File: src/rtl/riscv_icache_resp_pkg.sv
// Shared definitions for the instruction-cache responder: FSM state codes,
// the NOP returned on error, and line-address helper.
package riscv_icache_resp_pkg;

    typedef enum logic [1:0] {
        ICACHE_IDLE    = 2'd0,
        ICACHE_REFILL  = 2'd1,
        ICACHE_RESPOND = 2'd2
    } icache_state_t;

    // addi x0,x0,0
    localparam logic [31:0] INST_NOP = 32'h0000_0013;

    function automatic logic [31:0] line_base(input logic [31:0] addr, input int line_words);
        return addr & ~(32'(line_words * 4) - 32'd1);
    endfunction

endpackage

File: src/rtl/riscv_icache_resp_array.sv
// Direct-mapped storage: per-line valid bit, tag and data words.
// One write port, one combinational read port, flush clears every valid bit.
module riscv_icache_resp_array #(
    parameter int  LINE_WORDS = 4,
    parameter int  NUM_LINES  = 16,
    parameter int  TAG_W      = 24,
    localparam int WORD_W     = $clog2(LINE_WORDS),
    localparam int IDX_W      = $clog2(NUM_LINES)
) (
    input  logic              clk,
    input  logic              rst,
    input  logic              flush_all,
    input  logic              wr_en,
    input  logic [IDX_W-1:0]  wr_index,
    input  logic [WORD_W-1:0] wr_word,
    input  logic [31:0]       wr_data,
    input  logic              tag_wr,
    input  logic [TAG_W-1:0]  tag_in,
    input  logic              valid_in,
    input  logic [IDX_W-1:0]  rd_index,
    input  logic [WORD_W-1:0] rd_word,
    output logic              rd_valid,
    output logic [TAG_W-1:0]  rd_tag,
    output logic [31:0]       rd_data
);

    logic [NUM_LINES-1:0] valid;
    logic [TAG_W-1:0]     tags [NUM_LINES];
    logic [31:0]          data [NUM_LINES*LINE_WORDS];

    // Flush outranks a same-cycle valid write, so a line refilled under a flush stays invalid.
    always_ff @(posedge clk or posedge rst) begin
        if (rst) begin
            valid <= '0;
        end else if (flush_all) begin
            valid <= '0;
        end else if (tag_wr) begin
            valid[wr_index] <= valid_in;
        end
    end

    // NOTE: tag and data arrays carry no reset; only valid bits must be known after reset.
    always_ff @(posedge clk) begin
        if (tag_wr) begin
            tags[wr_index] <= tag_in;
        end
        if (wr_en) begin
            data[{wr_index, wr_word}] <= wr_data;
        end
    end

    assign rd_valid = valid[rd_index];
    assign rd_tag   = tags[rd_index];
    assign rd_data  = data[{rd_index, rd_word}];

endmodule

File: src/rtl/riscv_icache_resp.sv
// Instruction-fetch responder: direct-mapped I-cache with whole-line refill
// from backing memory over a req/ack word interface.
module riscv_icache_resp
    import riscv_icache_resp_pkg::*;
#(
    parameter int          LINE_WORDS = 4,
    parameter int          NUM_LINES  = 16,
    parameter logic [31:0] NOP_INST   = INST_NOP
) (
    input  logic        clk,
    input  logic        rst,
    input  logic        req_valid,
    input  logic [31:0] req_addr,
    output logic        req_ready,
    input  logic        flush,
    output logic        resp_valid,
    output logic [31:0] resp_inst,
    output logic        resp_err,
    output logic        mem_req,
    output logic [31:0] mem_addr,
    input  logic        mem_ack,
    input  logic [31:0] mem_rdata
);

    localparam int WORD_W  = $clog2(LINE_WORDS);
    localparam int IDX_W   = $clog2(NUM_LINES);
    localparam int IDX_LSB = 2 + WORD_W;
    localparam int TAG_LSB = IDX_LSB + IDX_W;
    localparam int TAG_W   = 32 - TAG_LSB;

    icache_state_t     state, next_state;
    logic [31:2]       addr_q;
    logic [WORD_W-1:0] cnt;
    logic              flush_seen;

    logic              handshake, misaligned, hit, ack, last_ack;
    logic              start_miss, resp_hit, resp_misaligned, resp_refill;
    logic              tag_wr, valid_in;
    logic [IDX_W-1:0]  req_index, q_index, cur_index;
    logic [WORD_W-1:0] req_word, q_word, cur_word;
    logic [TAG_W-1:0]  req_tag, q_tag, cur_tag, rd_tag;
    logic              rd_valid;
    logic [31:0]       rd_data;

    assign req_index = req_addr[TAG_LSB-1:IDX_LSB];
    assign req_word  = req_addr[IDX_LSB-1:2];
    assign req_tag   = req_addr[31:TAG_LSB];
    assign q_index   = addr_q[TAG_LSB-1:IDX_LSB];
    assign q_word    = addr_q[IDX_LSB-1:2];
    assign q_tag     = addr_q[31:TAG_LSB];

    // In IDLE the array is probed with the incoming address; otherwise with the latched one.
    assign cur_index = (state == ICACHE_IDLE) ? req_index : q_index;
    assign cur_word  = (state == ICACHE_IDLE) ? req_word  : q_word;
    assign cur_tag   = (state == ICACHE_IDLE) ? req_tag   : q_tag;

    assign req_ready  = !rst && (state == ICACHE_IDLE) && !flush;
    assign handshake  = req_valid && req_ready;
    assign misaligned = |req_addr[1:0];
    assign hit        = rd_valid && (rd_tag == req_tag);
    assign ack        = mem_req && mem_ack;
    assign last_ack   = ack && (cnt == WORD_W'(LINE_WORDS - 1));

    // NOTE: sequential state uses non-blocking assignments so every flop samples pre-edge values.
    always_ff @(posedge clk or posedge rst) begin
        if (rst) begin
            state <= ICACHE_IDLE;
        end else begin
            state <= next_state;
        end
    end

    // NOTE: every comb output gets a default first, so no path can infer a latch.
    always_comb begin
        next_state = state;
        case (state)
            ICACHE_IDLE:    if (start_miss) next_state = ICACHE_REFILL;
            ICACHE_REFILL:  if (last_ack) next_state = ICACHE_RESPOND;
            ICACHE_RESPOND: next_state = ICACHE_IDLE;
            default:        next_state = ICACHE_IDLE;
        endcase
    end

    always_comb begin
        start_miss      = 1'b0;
        resp_hit        = 1'b0;
        resp_misaligned = 1'b0;
        resp_refill     = 1'b0;
        tag_wr          = 1'b0;
        valid_in        = 1'b0;
        case (state)
            ICACHE_IDLE: begin
                if (handshake) begin
                    if (misaligned) begin
                        resp_misaligned = 1'b1;
                    end else if (hit) begin
                        resp_hit = 1'b1;
                    end else begin
                        // Invalidate up front so an aborted refill never leaves a stale hit.
                        start_miss = 1'b1;
                        tag_wr     = 1'b1;
                    end
                end
            end
            ICACHE_REFILL: begin
                if (last_ack) begin
                    tag_wr   = 1'b1;
                    valid_in = !flush_seen;
                end
            end
            ICACHE_RESPOND: resp_refill = 1'b1;
            default: ;
        endcase
    end

    always_ff @(posedge clk or posedge rst) begin
        if (rst) begin
            addr_q     <= '0;
            cnt        <= '0;
            flush_seen <= 1'b0;
            mem_req    <= 1'b0;
            mem_addr   <= '0;
            resp_valid <= 1'b0;
            resp_inst  <= '0;
            resp_err   <= 1'b0;
        end else begin
            resp_valid <= resp_hit | resp_misaligned | resp_refill;
            resp_err   <= resp_misaligned;
            if (resp_misaligned) begin
                resp_inst <= NOP_INST;
            end else if (resp_hit || resp_refill) begin
                resp_inst <= rd_data;
            end
            if (handshake) begin
                addr_q <= req_addr[31:2];
            end
            if (start_miss) begin
                cnt        <= '0;
                flush_seen <= 1'b0;
                mem_req    <= 1'b1;
                mem_addr   <= line_base(req_addr, LINE_WORDS);
            end
            if (ack) begin
                cnt <= cnt + 1'b1;
                if (last_ack) begin
                    mem_req <= 1'b0;
                end else begin
                    mem_addr <= mem_addr + 32'd4;
                end
            end
            if (state == ICACHE_REFILL && flush) begin
                flush_seen <= 1'b1;
            end
        end
    end

    riscv_icache_resp_array #(
        .LINE_WORDS (LINE_WORDS),
        .NUM_LINES  (NUM_LINES),
        .TAG_W      (TAG_W)
    ) u_array (
        .clk       (clk),
        .rst       (rst),
        .flush_all (flush),
        .wr_en     (ack),
        .wr_index  (cur_index),
        .wr_word   (cnt),
        .wr_data   (mem_rdata),
        .tag_wr    (tag_wr),
        .tag_in    (cur_tag),
        .valid_in  (valid_in),
        .rd_index  (cur_index),
        .rd_word   (cur_word),
        .rd_valid  (rd_valid),
        .rd_tag    (rd_tag),
        .rd_data   (rd_data)
    );

endmodule

File: config.mk
export PLATFORM = sky130hd
export DESIGN_NAME = riscv_icache_resp
export DESIGN_NICKNAME = d
export VERILOG_FILES = /design/src/rtl/riscv_icache_resp_pkg.sv /design/src/rtl/riscv_icache_resp_array.sv /design/src/rtl/riscv_icache_resp.sv
export SDC_FILE = /design/constraint.sdc
export NUM_CORES = 2
export LEC_CHECK = 0
export CAP_MARGIN = 0
export CORE_ASPECT_RATIO = 0.7
export CORE_MARGIN = 2
export CORE_UTILIZATION = 45
export DETAILED_ROUTE_END_ITERATION = 16
export SYNTH_ARGS = -nofsm -noshare
export SYNTH_HDL_FRONTEND = slang
export SYNTH_SLANG_ARGS = --single-unit
File: constraint.sdc
create_clock -name clk -period 6 [get_ports clk]
set_input_delay 1.5 -clock clk [delete_from_list [all_inputs] [get_ports clk]]
set_output_delay 1.5 -clock clk [all_outputs]
set_load 0.05 [all_outputs]
==> results_dict.tcl <==
set metrics [dict create \
    status "completed" \
    n_fill_cell 17200 \
    dp_hpwl_mm 181 \
    final_common_cell "edfxtp_1" \
    synthToLayoutAreaGrowth_pct 15.6 \
    cpMostUsedCell "buf_4" \
    rsz0062_at_grt "no" \
    hold_viol 0 \
    fin_nets 5625 \
    clock_skew_ns 0.0641 \
    die-area_um2 223000 \
    slew_viol_final 0 \
    cp-end-kind "flop" \
    leakagePower_nw 36.7 \
    gr-total-overflow 0 \
    finalCritPeriodShare_pct 90.9 \
    clk_pin_slew_ns 0.06 \
    worstSetupPathType "in -> reg" \
    grt.total_usage_pct 26.4 \
    syn_area_per_cell_um2 19.3 \
    cp_slowest_cell "nor2_1" \
    cp.arrival_ns 6.04 \
    grt_use_met3_pct 6.76 \
    num_vias 54400 \
    drt_iter0_drc 8729 \
    layout-drive-gt1-share_pct 23.4 \
    die_w_um 564 \
    post-cts-setup-buffers 0 \
    place_congestion 0.934 \
    clock_latency_ns 0.90 \
    worst_slack_ns 0.543 \
    ys_ff_latch 2550 \
    synth_cells 5128 \
    hold_class "reg -> reg" \
    synth_edf_count 2432 \
    worstPathMaxFanout 24 \
    ctsHoldBuffers 0 \
    ios 137 \
    syn_area_um2 98700 \
    multi_input_area_um2 22100 \
    dp.cells 8219 \
    met1_usage_pct 40.9 \
    layout_min_cycle_time_ns 5.46 \
    post-place-ws_ns -0.168 \
    tightest_slew_ns 1.24 \
    grt_pass1_vias 51500 \
    yosysWarnings 0 \
    startpoint_type "input port" \
    numPortBuffers 136 \
    syn_nets 5199 \
    finalSetupViolCount 0 \
    maxCapViolCount 0 \
    met2_usage_pct 37.8 \
    numCtsBuffers 233 \
    crit_path_cell_trace "clkdlybuf4s50_1 -> nor4_1 -> buf_4 -> a31oi_4 -> nor2_1 -> a32oi_1 -> nand4_1 -> xnor2_1 -> or4_4 -> nor4b_4 -> buf_4 -> a21oi_1 -> buf_4 -> o21ai_1 -> buf_4 -> nor2_2 -> buf_12" \
    critPathMaxStageDelay_ns 0.84 \
    timing.slew.headroom_pct 15.1 \
    grt-busiest-layer "met1" \
    cts_resized 0 \
    antenna_found_initial 13 \
    row_count 143 \
    grt_start_max_net_pins 83 \
    timing.fmax_mhz 183 \
    clock_sinks 2550 \
    drc 0 \
    ys.flop_type "edfxtp_1" \
    seq_area_um2 76000 \
    fp.dieH_um 396 \
    final_cell_mix "2432 x edfxtp_1, 669 x nand2_1, 504 x mux4_2" \
    detail-route-antenna-nets 0 \
    fp.coreArea_um2 218000 \
    finalWirelength_mm 296 \
    synthArstFlopShare_pct 4.63 \
    grt_first_pass_wirelength_mm 411 \
    power.density_nw_per_um2 446 \
    cts_buffer_depth 4 \
    vdd_drop_max_mv 0.296 \
    synth.distinct_cells 74 \
    worstPathRequired_ns 6.58 \
    cts_tree "yes" \
    wl_per_cell_um 34.3 \
    start_util_pct 45.4 \
    root_buffer "clkbuf_16" \
    ys_seq_area_share_pct 77.0 \
    p_total_mw 50.9 \
    cts.htree.levels 4 \
    stdcell_count 8649 \
    viasPerCell 6.29 \
    dr.pass1.iters 6 \
]
==> cell families after synthesis <==
kind of cell               count (synthesis)  synth area share, %
muxes                                    666                 13.2
AOI/OAI and AO/OA                        490                 3.52
and+or+nand+nor                         1090                 4.66
xor gates and xnor gates                  27                0.240
buffers and inverters                    303                 1.41
DFF                                     2550                 77.0
adders and majority gates                  2               0.0253
==> sequential cells by signal, summed over array words and instances (netlist names) <==
name           count
mem_req            1
cnt                2
u_array.valid     16
resp_err           1
resp_valid         1
u_array.tags     384
addr_q            30
mem_addr          32
flush_seen         1
state              2
u_array.data    2048
resp_inst         32
==> worst max-delay path: cells and delay by family <==
| kind | cells | cell delay (ns) |
|---|---|---|
| buffers and inverters | 6 | 1.49 |
| xor gates and xnor gates | 1 | 0.08 |
| AOI/OAI and AO/OA | 4 | 0.39 |
| and+or+nand+nor | 6 | 2.54 |
==> power breakdown <==
| part | switching [mW] | total, mW | internal, mW |
|---|---|---|---|
| registers | 0.412 | 20.8 | 20.4 |
| clock network | 6.51 | 14.8 | 8.25 |
| logic | 9.55 | 15.3 | 5.78 |
==> metal layers <==
metal	part of all wire, %	routed length [µm]
met1	43	126000
met2	44	130000
met3	12	34800
met4	1.9	5620
met5	0.0030	9
==> through the flow <==
stage                     area (µm²)  hold WS (ns)  utilization (%)  TNS, ns
after CTS                     114000         0.487             52.4        0
after global placement        107000         0.462             49.0   -31.32
after global routing          114000         0.510             52.4        0
after floorplan                98700         0.450                -        0
final                         114000         0.484             52.4        0
after detailed placement      107000         0.472             49.0   -49.16
==> final timing paths <==
| path | start | end | slack (ns) | cells after the start |
|---|---|---|---|---|
| max | req_addr[6] | u_array.tags[8][23]$_DFFE_PP_ | 0.54 | 17 |
| min | addr_q[24]$_DFFE_PP0P_ | addr_q[24]$_DFFE_PP0P_ | 0.48 | 2 |
| max reg2reg | state[0]$_DFFE_PP0P_ | u_array.tags[8][23]$_DFFE_PP_ | 0.69 | 16 |
| min reg2reg | addr_q[24]$_DFFE_PP0P_ | addr_q[24]$_DFFE_PP0P_ | 0.48 | 2 |
| max in group asynchronous | rst | resp_inst[4]$_DFFE_PP0P_ | 3.78 | 3 |
| min in group asynchronous | rst | resp_inst[24]$_DFFE_PP0P_ | 1.12 | 2 |
==> cell type report <==
cell class	instances	area share, %
diodes	4	0.00877
clock buffers	300	5.46
clock inverters	126	1.05
inverters	19	0.0669
multi-input cells	2275	19.4
flip-flops and latches	2550	66.6
well taps	2900	3.18
repair buffers	475	4.28
==> Yosys cell counts, types with 66 or more instances <==
cell type,count,area (µm²)
edfxtp_1,2432,73000
nand2_1,672,2520
mux4_2,504,11400
nor2_1,175,657
mux2i_1,135,1350
clkbuf_1,124,465
dfrtp_1,118,2950
nand3_1,107,536
a32oi_1,98,858
buf_2,86,430
a31oi_1,79,494
a21oi_1,67,335
o22ai_1,66,413
Note: power is estimated with default switching activity, not from simulation.
